## src/rtl/scan_config_ctrl.sv

```systemverilog
// scan_config_ctrl: sequences the configuration scan chain. It takes host words over a
// valid/ready handshake and shifts them LSB-first onto the chain, one bit per clock.
// VERIFY re-shifts the bitstream and compares each bit with the one leaving the chain.
// Ports:
//   clk, rst            clock, asynchronous active-high reset
//   start, mode, abort  start pulse (IDLE only), 0=LOAD 1=VERIFY, cancel operation
//   cfg_data/valid/ready host word handshake, bit 0 shifted first
//   scan_en, scan_in_o  chain shift enable and serial data into the chain head
//   scan_out_i          serial data from the chain tail
//   busy, done          operation active, 1-cycle completion pulse
//   mismatch            sticky VERIFY compare error
//   bit_cnt             bits shifted in the current operation (saturates at CHAIN_LEN)
module scan_config_ctrl #(
   parameter int CHAIN_LEN  = 12,
   parameter int WORD_WIDTH = 4,
   localparam int CNT_W     = $clog2(CHAIN_LEN + 1)
) (
   input  logic                  clk,
   input  logic                  rst,
   input  logic                  start,
   input  logic                  mode,
   input  logic                  abort,
   input  logic [WORD_WIDTH-1:0] cfg_data,
   input  logic                  cfg_valid,
   output logic                  cfg_ready,
   output logic                  scan_en,
   output logic                  scan_in_o,
   input  logic                  scan_out_i,
   output logic                  busy,
   output logic                  done,
   output logic                  mismatch,
   output logic [CNT_W-1:0]      bit_cnt
);

   localparam int NWORDS = (CHAIN_LEN + WORD_WIDTH - 1) / WORD_WIDTH;
   localparam int WC_W   = $clog2(NWORDS + 1);
   localparam int BC_W   = $clog2(WORD_WIDTH + 1);

   typedef enum logic [1:0] {
      IDLE,
      LOAD,
      VERIFY,
      DONE
   } state_t;

   state_t                state_q;
   logic [WORD_WIDTH-1:0] buf_q;
   logic [BC_W-1:0]       buf_cnt_q;
   logic [CNT_W-1:0]      bit_cnt_q;
   logic [WC_W-1:0]       wcnt_q;
   logic                  busy_q;
   logic                  done_q;
   logic                  mismatch_q;

   logic shift_en;
   logic room;
   logic take;
   logic last_bit;

   assign shift_en = busy_q && (buf_cnt_q != '0)
                     && (bit_cnt_q < CNT_W'(CHAIN_LEN));

   // The buffer can take a new word when empty, or when its last bit
   // leaves on this edge, which keeps the chain shifting every clock.
   assign room = (buf_cnt_q == '0)
                 || ((buf_cnt_q == BC_W'(1)) && shift_en);

   assign cfg_ready = busy_q && !abort && room
                      && (wcnt_q < WC_W'(NWORDS));

   assign take     = cfg_valid && cfg_ready;
   assign last_bit = shift_en && (bit_cnt_q == CNT_W'(CHAIN_LEN - 1));

   assign scan_en   = shift_en;
   assign scan_in_o = buf_q[0];
   assign busy      = busy_q;
   assign done      = done_q;
   assign mismatch  = mismatch_q;
   assign bit_cnt   = bit_cnt_q;

   always_ff @(posedge clk or posedge rst) begin
      if (rst) begin
         state_q    <= IDLE;
         buf_q      <= '0;
         buf_cnt_q  <= '0;
         bit_cnt_q  <= '0;
         wcnt_q     <= '0;
         busy_q     <= 1'b0;
         done_q     <= 1'b0;
         mismatch_q <= 1'b0;
      end else begin
         done_q <= 1'b0;
         unique case (state_q)
            IDLE: begin
               if (start && !abort) begin
                  state_q    <= mode ? VERIFY : LOAD;
                  busy_q     <= 1'b1;
                  buf_q      <= '0;
                  buf_cnt_q  <= '0;
                  bit_cnt_q  <= '0;
                  wcnt_q     <= '0;
                  mismatch_q <= 1'b0;
               end
            end
            LOAD, VERIFY: begin
               if (shift_en) begin
                  buf_q     <= buf_q >> 1;
                  buf_cnt_q <= buf_cnt_q - BC_W'(1);
                  bit_cnt_q <= bit_cnt_q + CNT_W'(1);
                  // The tail bit equals the bit loaded at this index last time.
                  if (state_q == VERIFY && scan_out_i != buf_q[0])
                     mismatch_q <= 1'b1;
               end
               if (take) begin
                  buf_q     <= cfg_data;
                  buf_cnt_q <= BC_W'(WORD_WIDTH);
                  wcnt_q    <= wcnt_q + WC_W'(1);
               end
               // Leftover upper bits of a partial last word are dropped here.
               if (abort) begin
                  state_q   <= IDLE;
                  busy_q    <= 1'b0;
                  buf_q     <= '0;
                  buf_cnt_q <= '0;
               end else if (last_bit) begin
                  state_q   <= DONE;
                  busy_q    <= 1'b0;
                  done_q    <= 1'b1;
                  buf_q     <= '0;
                  buf_cnt_q <= '0;
               end
            end
            DONE: begin
               state_q <= IDLE;
            end
            default: begin
               state_q <= IDLE;
            end
         endcase
      end
   end

endmodule

```

## config.mk

```make
export PLATFORM = sky130hd
export DESIGN_NAME = scan_config_ctrl
export DESIGN_NICKNAME = d
export VERILOG_FILES = /design/src/rtl/scan_config_ctrl.sv
export SDC_FILE = /design/constraint.sdc
export NUM_CORES = 1
export LEC_CHECK = 0
export BUFFER_PORTS_ARGS = -buffer_cell sky130_fd_sc_hd__buf_4
export CELL_PAD_IN_SITES_DETAIL_PLACEMENT = 0
export CELL_PAD_IN_SITES_GLOBAL_PLACEMENT = 1
export CORE_MARGIN = 4
export CORE_UTILIZATION = 48
export CTS_BUF_LIST = sky130_fd_sc_hd__clkbuf_4 sky130_fd_sc_hd__clkbuf_8
export CTS_CLUSTER_DIAMETER = 50
export CTS_CLUSTER_SIZE = 20
export DETAILED_ROUTE_END_ITERATION = 12
export PLACE_DENSITY = 0.91
export SLEW_MARGIN = 25
export SYNTH_ARGS = -nofsm -noshare
export SYNTH_HDL_FRONTEND = slang
export SYNTH_SLANG_ARGS = --single-unit
```

## constraint.sdc

```tcl
create_clock -name clk -period 3.8 [get_ports clk]
set_clock_uncertainty 0.05 [all_clocks]
set_input_delay 1.14 -clock clk [delete_from_list [all_inputs] [get_ports clk]]
set_output_delay 1.14 -clock clk [all_outputs]
set_load 0.005 [all_outputs]
```

==> results.ini, run 1 <==
[clock_tree]
ctsResizeCount = 0
cts_tree = built
cts_num_sinks = 18
clockBufferDepth = 2
h-tree-depth = 1
cts_buffers = 3
cts_root_buffer = clkbuf_4
clk_pin_slew_worst_paths_ns = 0.11
post_cts_buffers = 0
hold_buffers = 0
insertion_delay_ns = 0.31

[sta]
finalMaxSlewViolations = 0
tns_ns = 0
fin_crit_ns = 2.95
slew_headroom_pct = 53.7
finalHoldViolCount = 0
rsz0062_at_grt = no
worstMarginPinSlew_ns = 0.693
max_freq_ghz = 0.339
setup_ws_ns = 0.853
setup_viol = 0
post-route-period-util_pct = 77.6

[final_layout]
layout_common_cells = buf_4, dfrtp_1, ha_1
antenna-diode-count = 0
final_common_cell = buf_4
area_growth_syn_to_layout_pct = 18.1
multi_input_area_um2 = 662
final_layout_size_suffix_gt1_share_pct = 26.9
num-fill-cells = 200
final_nets = 152
fin_util_pct = 60.8
ff_latch_area_um2 = 450

[power_and_ir_drop]
p_total_uw = 989
switching_share_pct = 42.4
ir_drop_mv = 0.470
leakagePower_nw = 0.661
seqPwrFrac_pct = 29.9
powerDensity_nw_per_um2 = 721
clkPwrFrac_pct = 12.5
p_int_uw = 570
combPwrFrac_pct = 57.6
power_switching_uw = 419

[route]
vias = 908
drtPass1Iterations = 4
drc = 0
vias_per_cell = 5.75
ant_nets = 0
drt_iter0_drc = 20
routed_wl_mm = 2.28
wire_per_inst_um = 14.4

[global_routing]
grt_max_degree = 19
grt.overflow.total = 0
grt_usage_pct = 15.5
grt_pass1_wl_mm = 3.93
first_global_vias = 894
grt_antenna_before_repair = 0

[floorplanning]
chipWidth_um = 57.2
die_h_um = 57.2
die-area_um2 = 3270
coreArea_um2 = 2250
io_pins = 21
start_util_pct = 51.5
rows = 17

[placed_design]
gp_congestion = 0.851
dp_hpwl_mm = 1.79
dp_worst_setup_slack_ns = 0.880
io_buffers = 20

[setup_path]
worstPathRequired_ns = 2.61
cp_cell_sequence = inv_1 -> ha_1 -> ha_1 -> nand2b_1 -> nor2_1 -> buf_4
path_max_fanout = 7
crit_arrival_ns = 1.76
critPathMaxStageDelay_ns = 0.36
crit_path_end_kind = primary output
worst_setup_path_start_kind = flip-flop
setup.worst_path.class = reg2out
cp_common_cell = ha_1
crit_path_top_delay_cell = dfrtp_1

[job]
drv_cap = 0

[synthesis]
async_flop_share_pct = 100
synth_cell_types = 41
synth_area_per_cell_um2 = 10.9
postSynthCellCount = 107
synth-seq-cells = 18
synthesis.nets = 128
seq_area_frac_synth_pct = 38.8
yosys_warnings = 0
synth_ff_type = dfrtp_1
synth_area_um2 = 1160
synth_edf_count = 0

[status]
outcome = finished clean

[worst_hold_path]
holdCritPathClass = reg2reg

final timing paths:
check | from | endpoint | slack (ns) | depth (start not counted)
worst max-delay path | buf_cnt_q[0] | scan_en | 0.85 | 6
min in group asynchronous | rst | mismatch | 0.88 | 2
worst min-delay path | buf_q[1] | buf_q[1] | 0.46 | 1
worst max register to register | state_q[1] | buf_cnt_q[2] | 1.53 | 6
worst min register to register | buf_q[1] | buf_q[1] | 0.46 | 1
max in group asynchronous | rst | wcnt_q[0] | 2.38 | 2
synth_stat cells, types with 2 or more instances:
cell | instances | area, um2
xnor2_1 | 2 | 17.5
nor2b_1 | 2 | 12.5
ha_1 | 10 | 125
nand2_1 | 3 | 11.3
inv_1 | 9 | 33.8
dfrtp_1 | 18 | 450
mux2_4 | 2 | 30.0
a21o_1 | 2 | 15.0
nor2_1 | 6 | 22.5
a21oi_1 | 8 | 40.0
mux2_2 | 4 | 45.0
nor4b_1 | 2 | 17.5
o21ai_0 | 3 | 15.0
nand2b_1 | 2 | 12.5
o22a_1 | 2 | 17.5
a22o_1 | 5 | 43.8
and2_1 | 2 | 12.5
nor3_1 | 2 | 10.0
critical path: cells and delay by family, from the launching register on:
| family | cells | cell delay [ns] |
|---|---|---|
| flops | 1 | 0.36 |
| buf+inv | 2 | 0.20 |
| simple gates | 2 | 0.42 |
| fa+ha+maj | 2 | 0.48 |
stage by stage:
step,cells,hold WS (ns),cell area [um2]
6_report,158,0.465,1370
5_1_grt,158,0.486,1370
4_1_cts,158,0.471,1370
3_5_place_dp,154,0.443,1340
3_3_place_gp,154,0.435,1340
2_1_floorplan,107,0.417,1160
power by group through the flow:
stage                     combinational (mW)  sequential (mW)  clock [mW]
after detailed placement               0.572            0.300           0
final                                  0.570            0.295       0.123
after global placement                 0.555            0.295           0
after floorplan                        0.450            0.288           0
after global routing                   0.637            0.306       0.136
after CTS                              0.574            0.295       0.128
logic make-up after synthesis:
| logic type | count (synthesis) | synth area share, % |
|---|---|---|
| muxes | 7 | 7.33 |
| AOI/OAI and AO/OA | 29 | 20.9 |
| adders and majority gates | 10 | 10.8 |
| buffers and inverters | 11 | 4.20 |
| and+or+nand+nor | 30 | 16.5 |
| DFF | 18 | 38.8 |
| xor gates and xnor gates | 2 | 1.51 |
sequential cells by signal (all words and copies together) (netlist names):
signal and count:
bit_cnt 4, buf_cnt_q 3, buf_q 4, busy 1
done 1, mismatch 1, state_q 2, wcnt_q 2
per-layer routing:
metal | routed length, um | GRT usage [%] | part of all wire (%)
met3 | 129 | 2.71 | 5.7
met1 | 1090 | 21.6 | 48
met4 | 38 | 7.95 | 1.7
met5 | 0 | 0 | 0
met2 | 1020 | 23.2 | 45
cell type report:
cell class              count  share of cell area, %
multi-input cells          78                   48.3
repair buffers             20                   10.9
well taps                  28                   2.55
clock buffers               4                   2.65
flip-flops and latches     18                   32.8
inverters                  10                   2.74
Note: power is estimated with default switching activity, not from simulation.
==> inputs of run 2 (changes only) <==
CORE_UTILIZATION = 44   (was 48)
PLACE_DENSITY = 0.85   (was 0.91)
clock period = 3.05 ns   (was 3.8 ns; I/O delays follow)
==> results.ini, run 2 (synthesized netlist as in run 1, its figures left out) <==
[route]
drt_iter0_drc = 7
drtPass1Iterations = 4
drc = 0
vias = 881
routed_wl_mm = 2.35
ant_nets = 0
wire_per_inst_um = 14.8
vias_per_cell = 5.54

[final_layout]
final_layout_size_suffix_gt1_share_pct = 26.4
final_common_cell = buf_4
finalNonFillerCells = 159
area_growth_syn_to_layout_pct = 17.1
final_nets = 152
layout_common_cells = buf_4, dfrtp_1, ha_1
antenna-diode-count = 0

[power_and_ir_drop]
power_switching_uw = 519
clkPwrFrac_pct = 9.9
leakagePower_nw = 0.654
powerDensity_nw_per_um2 = 884
switching_share_pct = 43.2
ir_drop_mv = 0.550
seqPwrFrac_pct = 30.7
p_int_uw = 683
combPwrFrac_pct = 59.4

[clock_tree]
insertion_delay_ns = 0.29
post_cts_buffers = 0
h-tree-depth = 1
ctsResizeCount = 0
cts_tree = built
cts_buffers = 3
cts_num_sinks = 18
hold_buffers = 0
clockBufferDepth = 2
clk_pin_slew_worst_paths_ns = 0.10
cts_root_buffer = clkbuf_4

[floorplanning]
io_pins = 21
die-area_um2 = 3520
coreArea_um2 = 2500
start_util_pct = 46.4
chipWidth_um = 59.4
rows = 18
die_h_um = 59.4

[sta]
max_freq_ghz = 0.369
tns_ns = 0
fin_crit_ns = 2.71
worstMarginPinSlew_ns = 0.698
post-route-period-util_pct = 88.8
slew_headroom_pct = 53.4
finalHoldViolCount = 0
rsz0062_at_grt = no
finalMaxSlewViolations = 0
setup_viol = 0

[job]
drv_cap = 0

[global_routing]
grt_usage_pct = 15.3
grtUsageMet3_pct = 2.61
grtUsageMet2_pct = 22.3
grt_pass1_wl_mm = 4.11
grt_max_degree = 19
grt_util_met1_pct = 22.9
grt.overflow.total = 0
busiest_layer = met1
grt_antenna_before_repair = 0
first_global_vias = 854

[placed_design]
place_inst = 156
dp_hpwl_mm = 1.80
gp_congestion = 0.793
io_buffers = 20

[status]
outcome = finished clean

[setup_path]
worst_setup_path_start_kind = flip-flop
r2r_end = buf_cnt_q[2]
path_max_fanout = 7
setup.worst_path.class = reg2out
crit_arrival_ns = 1.74
reg2reg_from = state_q[0]
crit_path_end = cfg_ready
reg2regPathDepth = 6
worstPathRequired_ns = 2.08
r2r_slack_ns = 0.78
cp-startpoint = buf_cnt_q[0]
crit_path_end_kind = primary output

[worst_hold_path]
holdCritPathClass = reg2reg

==> run 2: critical path, cell delays in order (launching register included) <==
cell	delay, ns
dfrtp_1	0.39
inv_1	0.08
ha_1	0.16
ha_1	0.29
a21oi_1	0.07
nor4b_1	0.29
buf_4	0.17
==> run 2: worst min path at each step <==
| stage | cells after the start | start | slack [ns] | end |
|---|---|---|---|---|
| floorplan | 1 | buf_q[1] | 0.42 | buf_q[1] |
| CTS | 1 | buf_q[3] | 0.47 | buf_q[3] |
| detailed placement | 1 | buf_q[3] | 0.44 | buf_q[3] |
| global placement | 1 | buf_q[2] | 0.43 | buf_q[2] |
| finish | 1 | buf_q[1] | 0.46 | buf_q[1] |
| global route | 1 | buf_cnt_q[1] | 0.49 | buf_cnt_q[1] |
==> run 2: power by group through the flow <==
stage                     Combinational [mW]  Clock, mW  Sequential [mW]
final                                  0.714      0.119            0.369
after global placement                 0.693          0            0.367
after floorplan                        0.561          0            0.359
after CTS                              0.717      0.126            0.368
after global routing                   0.795      0.139            0.379
after detailed placement               0.715          0            0.373
==> run 2: routing by layer <==
metal | up-vias | wire length (um)
met1 | 418 | 1220
li1 | 447 | -
met2 | 12 | 1030
met3 | 4 | 72
met4 | 0 | 25
met5 | - | 0
==> run 2: layout make-up <==
cell class                 count  area, um2
fill                         224       1140
multi-input combinational     78        662
sequential                    18        450
timing repair buffer          20        150
inverter                      10       37.5
tap                           30       37.5
clock buffer                   3       22.5
==> run 2: metrics by stage <==
step	hold slack (ns)	setup WS (ns)	power, mW	instance area, um2	utilization (%)
after floorplan	0.417	0.834	0.920	1160	-
after global placement	0.435	0.514	1.06	1340	53.5
after detailed placement	0.440	0.518	1.09	1340	53.5
after CTS	0.469	0.302	1.21	1360	54.4
after global routing	0.490	0.178	1.31	1360	54.4
final	0.463	0.342	1.20	1360	54.4
